$ cat config.mk
export PLATFORM = sky130hd
export DESIGN_NAME = io_pwm_bank
export DESIGN_NICKNAME = d
export VERILOG_FILES = /design/src/rtl/io_pwm_bank.sv
export SDC_FILE = /design/constraint.sdc
export NUM_CORES = 1
export LEC_CHECK = 0
export BUFFER_PORTS_ARGS = -buffer_cell sky130_fd_sc_hd__buf_2
export CAP_MARGIN = 5
export CORE_ASPECT_RATIO = 0.75
export CORE_MARGIN = 2
export CORE_UTILIZATION = 45
export CTS_CLUSTER_SIZE = 40
export DETAILED_ROUTE_END_ITERATION = 6
export GPL_TIMING_DRIVEN = 0
export SETUP_SLACK_MARGIN = 0.02
export SYNTH_ARGS = -nofsm -noshare
export SYNTH_HDL_FRONTEND = slang
export SYNTH_SLANG_ARGS = --single-unit
$ cat constraint.sdc
create_clock -name clk -period 2.7 [get_ports clk]
set_clock_uncertainty 0.05 [all_clocks]
set_input_delay 0.27 -clock clk [delete_from_list [all_inputs] [get_ports clk]]
set_output_delay 0.27 -clock clk [all_outputs]
set_load 0.01 [all_outputs]
$ cat src/rtl/io_pwm_bank.sv
// io_pwm_bank: CPU-mapped bank of N_CH 8-bit PWM channels with shared prescaler.
// Define IO_PWM_READBACK_EN to build the registered read path (rdata/rhit).
module io_pwm_bank #(
    parameter logic [15:0] BASE_ADDR = 16'h0400,
    parameter int          N_CH      = 3,
    parameter logic [7:0]  PRESC_RST = 8'd0
) (
    input  logic            clk,
    input  logic            reset,
    input  logic [15:0]     addr,
    input  logic [7:0]      wdata,
    input  logic            we,
    output logic [7:0]      rdata,
    output logic            rhit,
    output logic [N_CH-1:0] pwm_out
);

    logic       hit;
    logic [3:0] off;
    logic       wr;
    logic       presc_wr;

    assign hit      = addr[15:4] == BASE_ADDR[15:4];
    assign off      = addr[3:0];
    assign wr       = we && hit;
    assign presc_wr = wr && (off == 4'd1);

    logic       en;
    logic       inv;
    logic [7:0] presc;
    logic [7:0] pc;
    logic [7:0] cnt;
    logic       tick;
    logic       wrap;
    logic [7:0] duty_pend [N_CH];
    logic [7:0] duty_act  [N_CH];

    assign tick = en && (pc == presc);
    assign wrap = tick && (cnt == 8'hFF);

    always_ff @(posedge clk or posedge reset) begin
        if (reset) begin
            en    <= 1'b0;
            inv   <= 1'b0;
            presc <= PRESC_RST;
        end else begin
            if (wr && off == 4'd0) begin
                en  <= wdata[0];
                inv <= wdata[1];
            end
            if (presc_wr)
                presc <= wdata;
        end
    end

    // Counters are parked at zero while disabled so enabling starts a clean period.
    always_ff @(posedge clk or posedge reset) begin
        if (reset) begin
            pc  <= 8'd0;
            cnt <= 8'd0;
        end else if (!en) begin
            pc  <= 8'd0;
            cnt <= 8'd0;
        end else begin
            if (presc_wr || tick)
                pc <= 8'd0;
            else
                pc <= pc + 8'd1;
            if (tick)
                cnt <= cnt + 8'd1;
        end
    end

    // A duty write landing on the wrap edge goes straight to the active copy.
    always_ff @(posedge clk or posedge reset) begin
        if (reset) begin
            for (int i = 0; i < N_CH; i++) begin
                duty_pend[i] <= 8'd0;
                duty_act[i]  <= 8'd0;
            end
            pwm_out <= '0;
        end else begin
            for (int i = 0; i < N_CH; i++) begin
                if (wr && off == 4'(i + 2))
                    duty_pend[i] <= wdata;
                if (wrap)
                    duty_act[i] <= (wr && off == 4'(i + 2)) ? wdata : duty_pend[i];
                pwm_out[i] <= en ? ((cnt < duty_act[i]) ^ inv) : inv;
            end
        end
    end

`ifdef IO_PWM_READBACK_EN
    logic [7:0] rd_mux;

    always_comb begin
        rd_mux = 8'h00;
        if (off == 4'd0)
            rd_mux = {6'd0, inv, en};
        else if (off == 4'd1)
            rd_mux = presc;
        for (int i = 0; i < N_CH; i++)
            if (off == 4'(i + 2))
                rd_mux = duty_pend[i];
        if (!hit)
            rd_mux = 8'h00;
    end

    always_ff @(posedge clk or posedge reset) begin
        if (reset) begin
            rdata <= 8'h00;
            rhit  <= 1'b0;
        end else begin
            rdata <= rd_mux;
            rhit  <= hit;
        end
    end
`else
    assign rdata = 8'h00;
    assign rhit  = 1'b0;
`endif

endmodule
; Word level (Yosys, flattened, before mapping)
; Cells that the tools add are included.
[op_classes]
n_addsub = 2
multipliers = 0
div = 0
order_cmp = 3
n_eq_ne = 8
shifts = 0
n_mux = 10
bitwise = 3
reduce_logical = 10
[ops]
columns = operator, n
row1 = $mux 8, 7
row2 = $lt 8x8->1, 3
row3 = $add 8x1->8 const B, 2
row4 = $eq 12x7->1 const B, 1
row5 = $eq 4x2->1 const B, 2
row6 = $eq 8x8->1, 1
row7 = $eq 8x8->1 const B, 1
row8 = $logic_and 1x1->1, 8
row9 = $eq 4x1->1 const B, 1
row10 = $eq 4x3->1 const B, 1
row11 = $logic_not 4->1, 1
row12 = $mux 1, 3
row13 = $xor 1x1->1, 3
row14 = $ne 2x1->1 const B, 1
row15 = $logic_or 1x1->1, 1
[totals]
ff_bits = 77
latch_bits = 0
mem_bits_rw = 0
romBits = 0
n_memories = 0

; Longest topological paths before layout
; Gate-level depths: netlist of the first run.
[logic_depth]
ltp_word = 6
mapped_depth = 7
ltp_nobuf = 7

; Worst setup path before layout of the first run
; No wires, ideal clock.
[synth_timing]
kind = flip-flop to flip-flop
from = reg pc[2]
to = reg duty_act[0] (netlist bit)
setup_ns = 0.125
t_arrival_ns = 1.828
required_ns = 2.525
slack_ns = 0.697
stages_incl_launch_ff = 7
n_path_buf = 1
period_less_slack_ns = 2.003
path_cell_list = dfrtp_1 -> xnor2_1 -> nand4_2 -> nor4_4 -> nand4_4 -> buf_6 -> mux2_4
[synth_between]
elab_chain_cells = 3
[synth_rtl]
columns = element, line
row1 = start: declaration, 31  ; logic [7:0] pc;
row2 = start signal: assignment, 68  ; pc <= pc + 8'd1;
row3 = $eq 8x8->1, 38  ; assign tick = en && (pc == presc);
row4 = $logic_and 1x1->1, 38
row5 = $logic_and 1x1->1, 39  ; assign wrap = tick && (cnt == 8'hFF);
row6 = end signal: indexed assignment, 87  ; duty_act[i] <= (wr && off == 4'(i + 2)) ? wdata : duty_pend[i];
row7 = end: declaration, 36  ; logic [7:0] duty_act [N_CH];
; Every way passes these cells.
; A chain may end at the register's enable or synchronous reset.

; Worst setup path after layout of the first run
[layout_timing]
from = reg pc[2]
to = reg duty_act[8] (netlist bit)
; Same word-level chain as after synthesis.

==> flow_summary.json, run 1 <==
{
  "num_antenna_cells": 0,
  "arrival_ns": 2.39,
  "fillers": 733,
  "coreArea_sq_um": 8560,
  "total_leakage_power_nw": 2.42,
  "slowest_stage": "dfrtp_1",
  "die_w_um": 113,
  "synth_xor_area_frac": 0.0436,
  "viasPerCell": 5.16,
  "crit_family": "simple AND/OR/NAND/NOR gates",
  "start_util": 0.469,
  "place.gp.congestion": 0.772,
  "critPathKind": "reg -> reg",
  "path_cells": "xnor2_1, nand4_2, nor4_4, nand4_4, buf_6, mux2_4",
  "maxSlewViolCount": 0,
  "critical_path_required_ns": 2.87,
  "place_ws_ns": 0.397,
  "die_y_um": 85.8,
  "drt-total-wl_mm": 7.82,
  "fmax_mhz": 450,
  "io_pins": 39,
  "finalCriticalPeriod_ns": 2.22,
  "cts-buffers-inserted": 9,
  "place_hpwl_mm": 5.71,
  "synth-main-ff-cell": "dfrtp_1",
  "final_area_sq_um": 4720,
  "final_antenna_net_count": 0,
  "violations": "design-rule violations",
  "min_from": "wdata[2]",
  "numPortBuffers": 29,
  "clkSlewWorstSetupHoldPaths_ns": 0.06,
  "r2r_start": "pc[2]",
  "yosysTopAreaCellShare": 0.480,
  "synth_top_family_by_area": "multiplexers",
  "end_kind": "flip-flop",
  "drt_iter0_drc": 108,
  "dr.pass1.iters": 6,
  "tns_ns": 0,
  "syn_area_sq_um": 4010,
  "postCtsSetupBuffers": 0,
  "yosysWarnings": 0,
  "ys_types": 37,
  "startpoint": "pc[2]",
  "path_buf_inv": 1,
  "muxShareOfSynthArea": 0.186,
  "ys_ff_latch": 77,
  "grt_antenna_before_repair": 0,
  "powerDensity_nw_per_um2": 565,
  "period_share": 0.822,
  "crit_path_start_kind": "flip-flop",
  "synthSimpleGateAreaFrac": 0.130,
  "grt_pass1_vias": 2533,
  "synth.most_common_cell": "dfrtp_1",
  "syn_inst": 327,
  "insertion_delay_ns": 0.33,
  "synth_top_area_cell": "dfrtp_1",
  "placed_cell_area_sq_um": 4350,
  "cap_violations": 0,
  "htreeDepth": 3,
  "cts_tree": "yes",
  "critical_path.endpoint": "duty_act[8]",
  "area_growth_pct": 17.7,
  "ys_seq_area_frac": 0.480,
  "postSynthAreaPerCell_sq_um": 12.3,
  "reg2reg_depth": 6,
  "ys_top_cells_by_count": "dfrtp_1 (77), mux2_2 (38), inv_1 (27), ha_1 (23), mux2_4 (20)",
  "synthArstFlopShare": 1.00,
  "grt_usage": 0.179,
  "root_buffer": "clkbuf_16",
  "cts_buffer_depth": 2,
  "dieArea_sq_um": 9700,
  "synth_compound_area_frac": 0.0327,
  "path_max_fanout": 10,
  "setup_viol": 0,
  "cp.depth": 6,
  "ir_drop_mv": 0.487,
  "synthAdderAreaFrac": 0.0717,
  "wl_per_cell_um": 16.0,
  "maxSlewHeadroom": 0.605,
  "synth_area_leaders": "dfrtp_1 (48%), mux2_2 (11%), mux2_4 (7.5%)",
  "ff2ff_setup_slack_ns": 0.48,
  "grt_max_degree": 52,
  "r2r-end": "duty_act[8]",
  "drive_above_1_share": 0.343,
  "num_rows": 29,
  "hold_viol": 0,
  "synth_edf_count": 0,
  "drc": 4,
  "grt_pass1_wl_mm": 13.2,
  "cts_sinks": 77,
  "setup_slack_ns": 0.480,
  "rsz0062_at_grt": "no",
  "status": "finished, violations left",
  "nets": 427,
  "grt.overflow.total": 0,
  "critPathMaxStageDelay_ns": 0.43,
  "hold_path_class": "in -> reg",
  "vias": 2530,
  "worst_pin_slew_ns": 0.586
}
## repair_timing
action                                 in CTS  in global routing
resized for setup                           0                  0
endpoints found under the hold margin      26                  0
hold buffers                                1                  0
## registers in the layout, indices dropped and copies added (netlist names)
signal	cells
pc	8
presc	8
pwm_out	3
duty_act	24
cnt	8
duty_pend	24
en	1
inv	1
## cell families after synthesis
group,Yosys count
AOI/OAI and AO/OA,21
xor gates and xnor gates,20
adders and majority gates,23
buffers and inverters,44
DFF,77
muxes,60
other,1
and+or+nand+nor,81
## power by group
part | total (mW) | leakage, nW | internal [mW] | switching [mW]
clock network | 1.44 | 0.176 | 0.979 | 0.457
logic | 0.0782 | 1.16 | 0.0305 | 0.0477
registers | 1.15 | 1.08 | 1.15 | 0.0000993
## worst min-delay path by stage
stage / to / slack, ns / cells past startpoint
2_1_floorplan: en / 0.37 / 1
3_3_place_gp: duty_pend[4] / 0.43 / 1
3_5_place_dp: pc[1] / 0.23 / 2
4_1_cts: presc[7] / 0.17 / 2
5_1_grt: presc[2] / 0.17 / 2
6_report: presc[2] / 0.17 / 2
## cells in the final DEF (no fill, tap or decap), types with 3 or more instances in the layout
cell type	synthesis	routed
mux2_4	20	20
clkbuf_16	0	9
nand3_1	11	11
nand4_1	4	4
xor2_1	9	9
o21ai_0	6	6
clkbuf_8	0	3
nor3_1	4	4
a2111oi_0	3	3
or2_2	5	5
a21oi_1	9	9
clkbuf_1	3	4
conb_1	1	9
dfrtp_1	77	77
nor2b_1	5	5
ha_1	23	23
nand4_2	4	4
nand2_1	9	9
inv_1	27	26
mux2_2	38	38
and3_1	4	4
buf_4	9	9
o211a_1	3	3
nor2_1	10	10
xnor2_1	11	11
nand2b_1	4	4
nand3b_1	4	4
buf_2	3	32
and2_1	6	6
bufinv_16	0	3
## cell type report
| type | count | area (sq um) | area share |
|---|---|---|---|
| plain buffers | 17 | 116 | 0.0246 |
| clock buffers | 13 | 270 | 0.0572 |
| clock inverters | 3 | 90.1 | 0.0191 |
| inverters | 27 | 104 | 0.0220 |
| multi-input cells | 214 | 1900 | 0.402 |
| flip-flops and latches | 77 | 1930 | 0.408 |
| well taps | 108 | 135 | 0.0286 |
| repair buffers | 31 | 183 | 0.0387 |
## worst register-to-register path, cell delays in order, from the launching register on
cell,delay [ns]
dfrtp_1,0.43
xnor2_1,0.21
nand4_2,0.24
nor4_4,0.42
nand4_4,0.21
buf_6,0.23
mux2_4,0.31
## routing by layer
metal  vias up  share of wire  track usage
li1       1223              -            -
met1      1251           0.51        0.260
met2        50           0.43        0.270
met3         6          0.044       0.0488
met4         0         0.0092       0.0399
met5         -              0            0
## per-stage QoR
stage          power [mW]  utilization  hold slack, ns  cells
5_1_grt              2.75        0.552           0.170    490
3_5_place_dp         1.25        0.508           0.225    473
3_3_place_gp         1.25        0.505           0.429    472
2_1_floorplan        1.21            -           0.372    335
6_report             2.67        0.552           0.175    490
4_1_cts              2.70        0.552           0.167    490
Power figures use the tool's default switching activity.
==> inputs of run 2 (changes only) <==
Settings changed: PLACE_DENSITY from default to 0.66.
Clock period 2.7 ns to 1.9 ns, I/O delays scaled along.
==> run 2 against run 1 <==
Against the previous run:
- the run ends with design-rule violations, negative setup slack left
- setup slack got worse by 0.66 ns
- total power rose by 36%
- clock power rose by 31%
- maximum frequency rose by 7.0%
- wire length rose by 1.2%
- non-clock buffer count rose by 12
- global-route usage fell by 0.15 points
- hold slack got worse by 0.082 ns
==> flow_summary.json, run 2 (same netlist as run 1, synthesis figures left out) <==
{
  "place_hpwl_mm": 5.59,
  "powerDensity_nw_per_um2": 742,
  "combPwrFrac": 0.030,
  "fin_cells": 502,
  "hold_path_class": "in -> reg",
  "num_antenna_cells": 0,
  "setup_slack_ns": -0.176,
  "dieArea_sq_um": 9700,
  "vias": 2625,
  "critical_path.endpoint": "duty_act[7]",
  "path_max_fanout": 10,
  "drc": 4,
  "setup_viol": 24,
  "io_pins": 39,
  "startpoint": "pc[5]",
  "path_cells": "xnor2_1, nand4_2, nor4_4, nand4_4, buf_12, mux2_4",
  "cp.depth": 6,
  "area_growth_pct": 22.2,
  "crit_path_start_kind": "flip-flop",
  "dr.pass1.iters": 6,
  "hold_viol": 0,
  "finalCriticalPeriod_ns": 2.08,
  "total_power_mw": 3.64,
  "placed_cell_area_sq_um": 4350,
  "r2r_start": "pc[5]",
  "clkPwrFrac": 0.519,
  "fmax_mhz": 482,
  "holdWs_ns": 0.0922,
  "largestRegisters": "duty_act: 24 flops, duty_pend: 24 flops",
  "arrival_ns": 2.25,
  "critPathKind": "reg -> reg",
  "insertion_delay_ns": 0.34,
  "drive_above_1_share": 0.406,
  "worst_pin_slew_ns": 0.789,
  "num_rows": 29,
  "place_inst": 473,
  "ir_drop_mv": 0.561,
  "drt_iter0_drc": 106,
  "grt_usage": 0.177,
  "r2r-end": "duty_act[7]",
  "place.gp.congestion": 0.813,
  "coreArea_sq_um": 8560,
  "p_switching_mw": 0.734,
  "p_int_mw": 2.91,
  "root_buffer": "clkbuf_16",
  "switching_share": 0.202,
  "ff2ff_setup_slack_ns": -0.18,
  "htreeDepth": 3,
  "critPathMaxStageDelay_ns": 0.42,
  "cap_violations": 0,
  "cts-buffers-inserted": 9,
  "grt_antenna_before_repair": 0,
  "crit_family": "simple AND/OR/NAND/NOR gates",
  "critical_path_required_ns": 2.07,
  "start_util": 0.469,
  "final_common_cell": "dfrtp_1",
  "grt.overflow.total": 0,
  "seq_power_share": 0.451,
  "mostFrequentLayoutCells": "dfrtp_1 (72), mux2_2 (38), buf_2 (31)",
  "reg2reg_depth": 6,
  "numPortBuffers": 29,
  "grt_max_degree": 43,
  "rsz0062_at_grt": "yes",
  "drt-total-wl_mm": 7.92,
  "total_leakage_power_nw": 2.48,
  "grt_pass1_wl_mm": 13.2,
  "maxSlewViolCount": 0,
  "nets": 439,
  "cts_buffer_depth": 2,
  "clkSlewWorstSetupHoldPaths_ns": 0.06,
  "status": "finished, violations left",
  "cts_tree": "yes",
  "cts_sinks": 77,
  "period_share": 1.09,
  "die_w_um": 113,
  "path_buf_inv": 1,
  "tns_ns": -3.71,
  "viasPerCell": 5.23,
  "wl_per_cell_um": 15.8,
  "maxSlewHeadroom": 0.473,
  "slowest_stage": "dfrtp_1",
  "final_antenna_net_count": 0,
  "end_kind": "flip-flop",
  "violations": "design-rule violations, negative setup slack",
  "final_area_sq_um": 4910,
  "grt_pass1_vias": 2580,
  "die_y_um": 85.8
}
run 2: cell types whose count changed in the layout (fill, tap and decap cells not counted), sizes merged:
cell      before  now
buf           44   57
clkbuf        16   13
clkinvlp       0    2
bufinv         3    2
clkinv         0    1
run 2: area by class of cell:
class                      instances  area, sq um
sequential                        77         1930
timing repair buffer              44          280
tap                              108          135
clock inverter                     5         81.3
clock buffer                      11          253
multi-input combinational        214         1990
inverter                          27          105
fill                             718         3660
buffer                            16          133
run 2: metrics by stage:
| stage | utilization | worst slack [ns] |
|---|---|---|
| 2_1_floorplan | - | -0.0601 |
| 3_3_place_gp | 0.506 | -0.314 |
| 3_5_place_dp | 0.508 | -0.356 |
| 4_1_cts | 0.560 | -0.0909 |
| 5_1_grt | 0.573 | -0.278 |
| 6_report | 0.573 | -0.176 |
run 2: layer usage:
| metal | track usage | up-vias | share of wire |
|---|---|---|---|
| li1 | - | 1246 | - |
| met1 | 0.253 | 1318 | 0.48 |
| met2 | 0.268 | 52 | 0.46 |
| met3 | 0.0459 | 9 | 0.046 |
| met4 | 0.0532 | 0 | 0.011 |
| met5 | 0 | - | 0 |
run 2: repair_timing:
action	4_1_cts	5_1_grt
gates cloned	0	0
pin swaps	5	6
hold endpoints to repair	35	0
hold buffers	1	0
endpoints found under the setup margin	33	38
gates resized for setup	9	18
setup buffers	9	4
run 2: how the worst min path moves through the flow:
stage	slack, ns	to	startpoint	cells after the start
6_report	0.09	presc[2]	wdata[2]	2
3_3_place_gp	0.43	duty_pend[1]	duty_pend[1]	1
5_1_grt	0.1	presc[2]	wdata[2]	2
2_1_floorplan	0.29	en	wdata[0]	1
3_5_place_dp	0.32	duty_pend[9]	reset	2
4_1_cts	0.09	presc[2]	wdata[2]	2
run 2: power groups by stage:
stage          Combinational [mW]  Clock (mW)  Sequential [mW]
2_1_floorplan              0.0528           0             1.67
3_3_place_gp                0.104           0             1.67
3_5_place_dp                0.111           0             1.67
4_1_cts                     0.113        1.92             1.64
5_1_grt                     0.125        1.99             1.64
6_report                    0.110        1.89             1.64
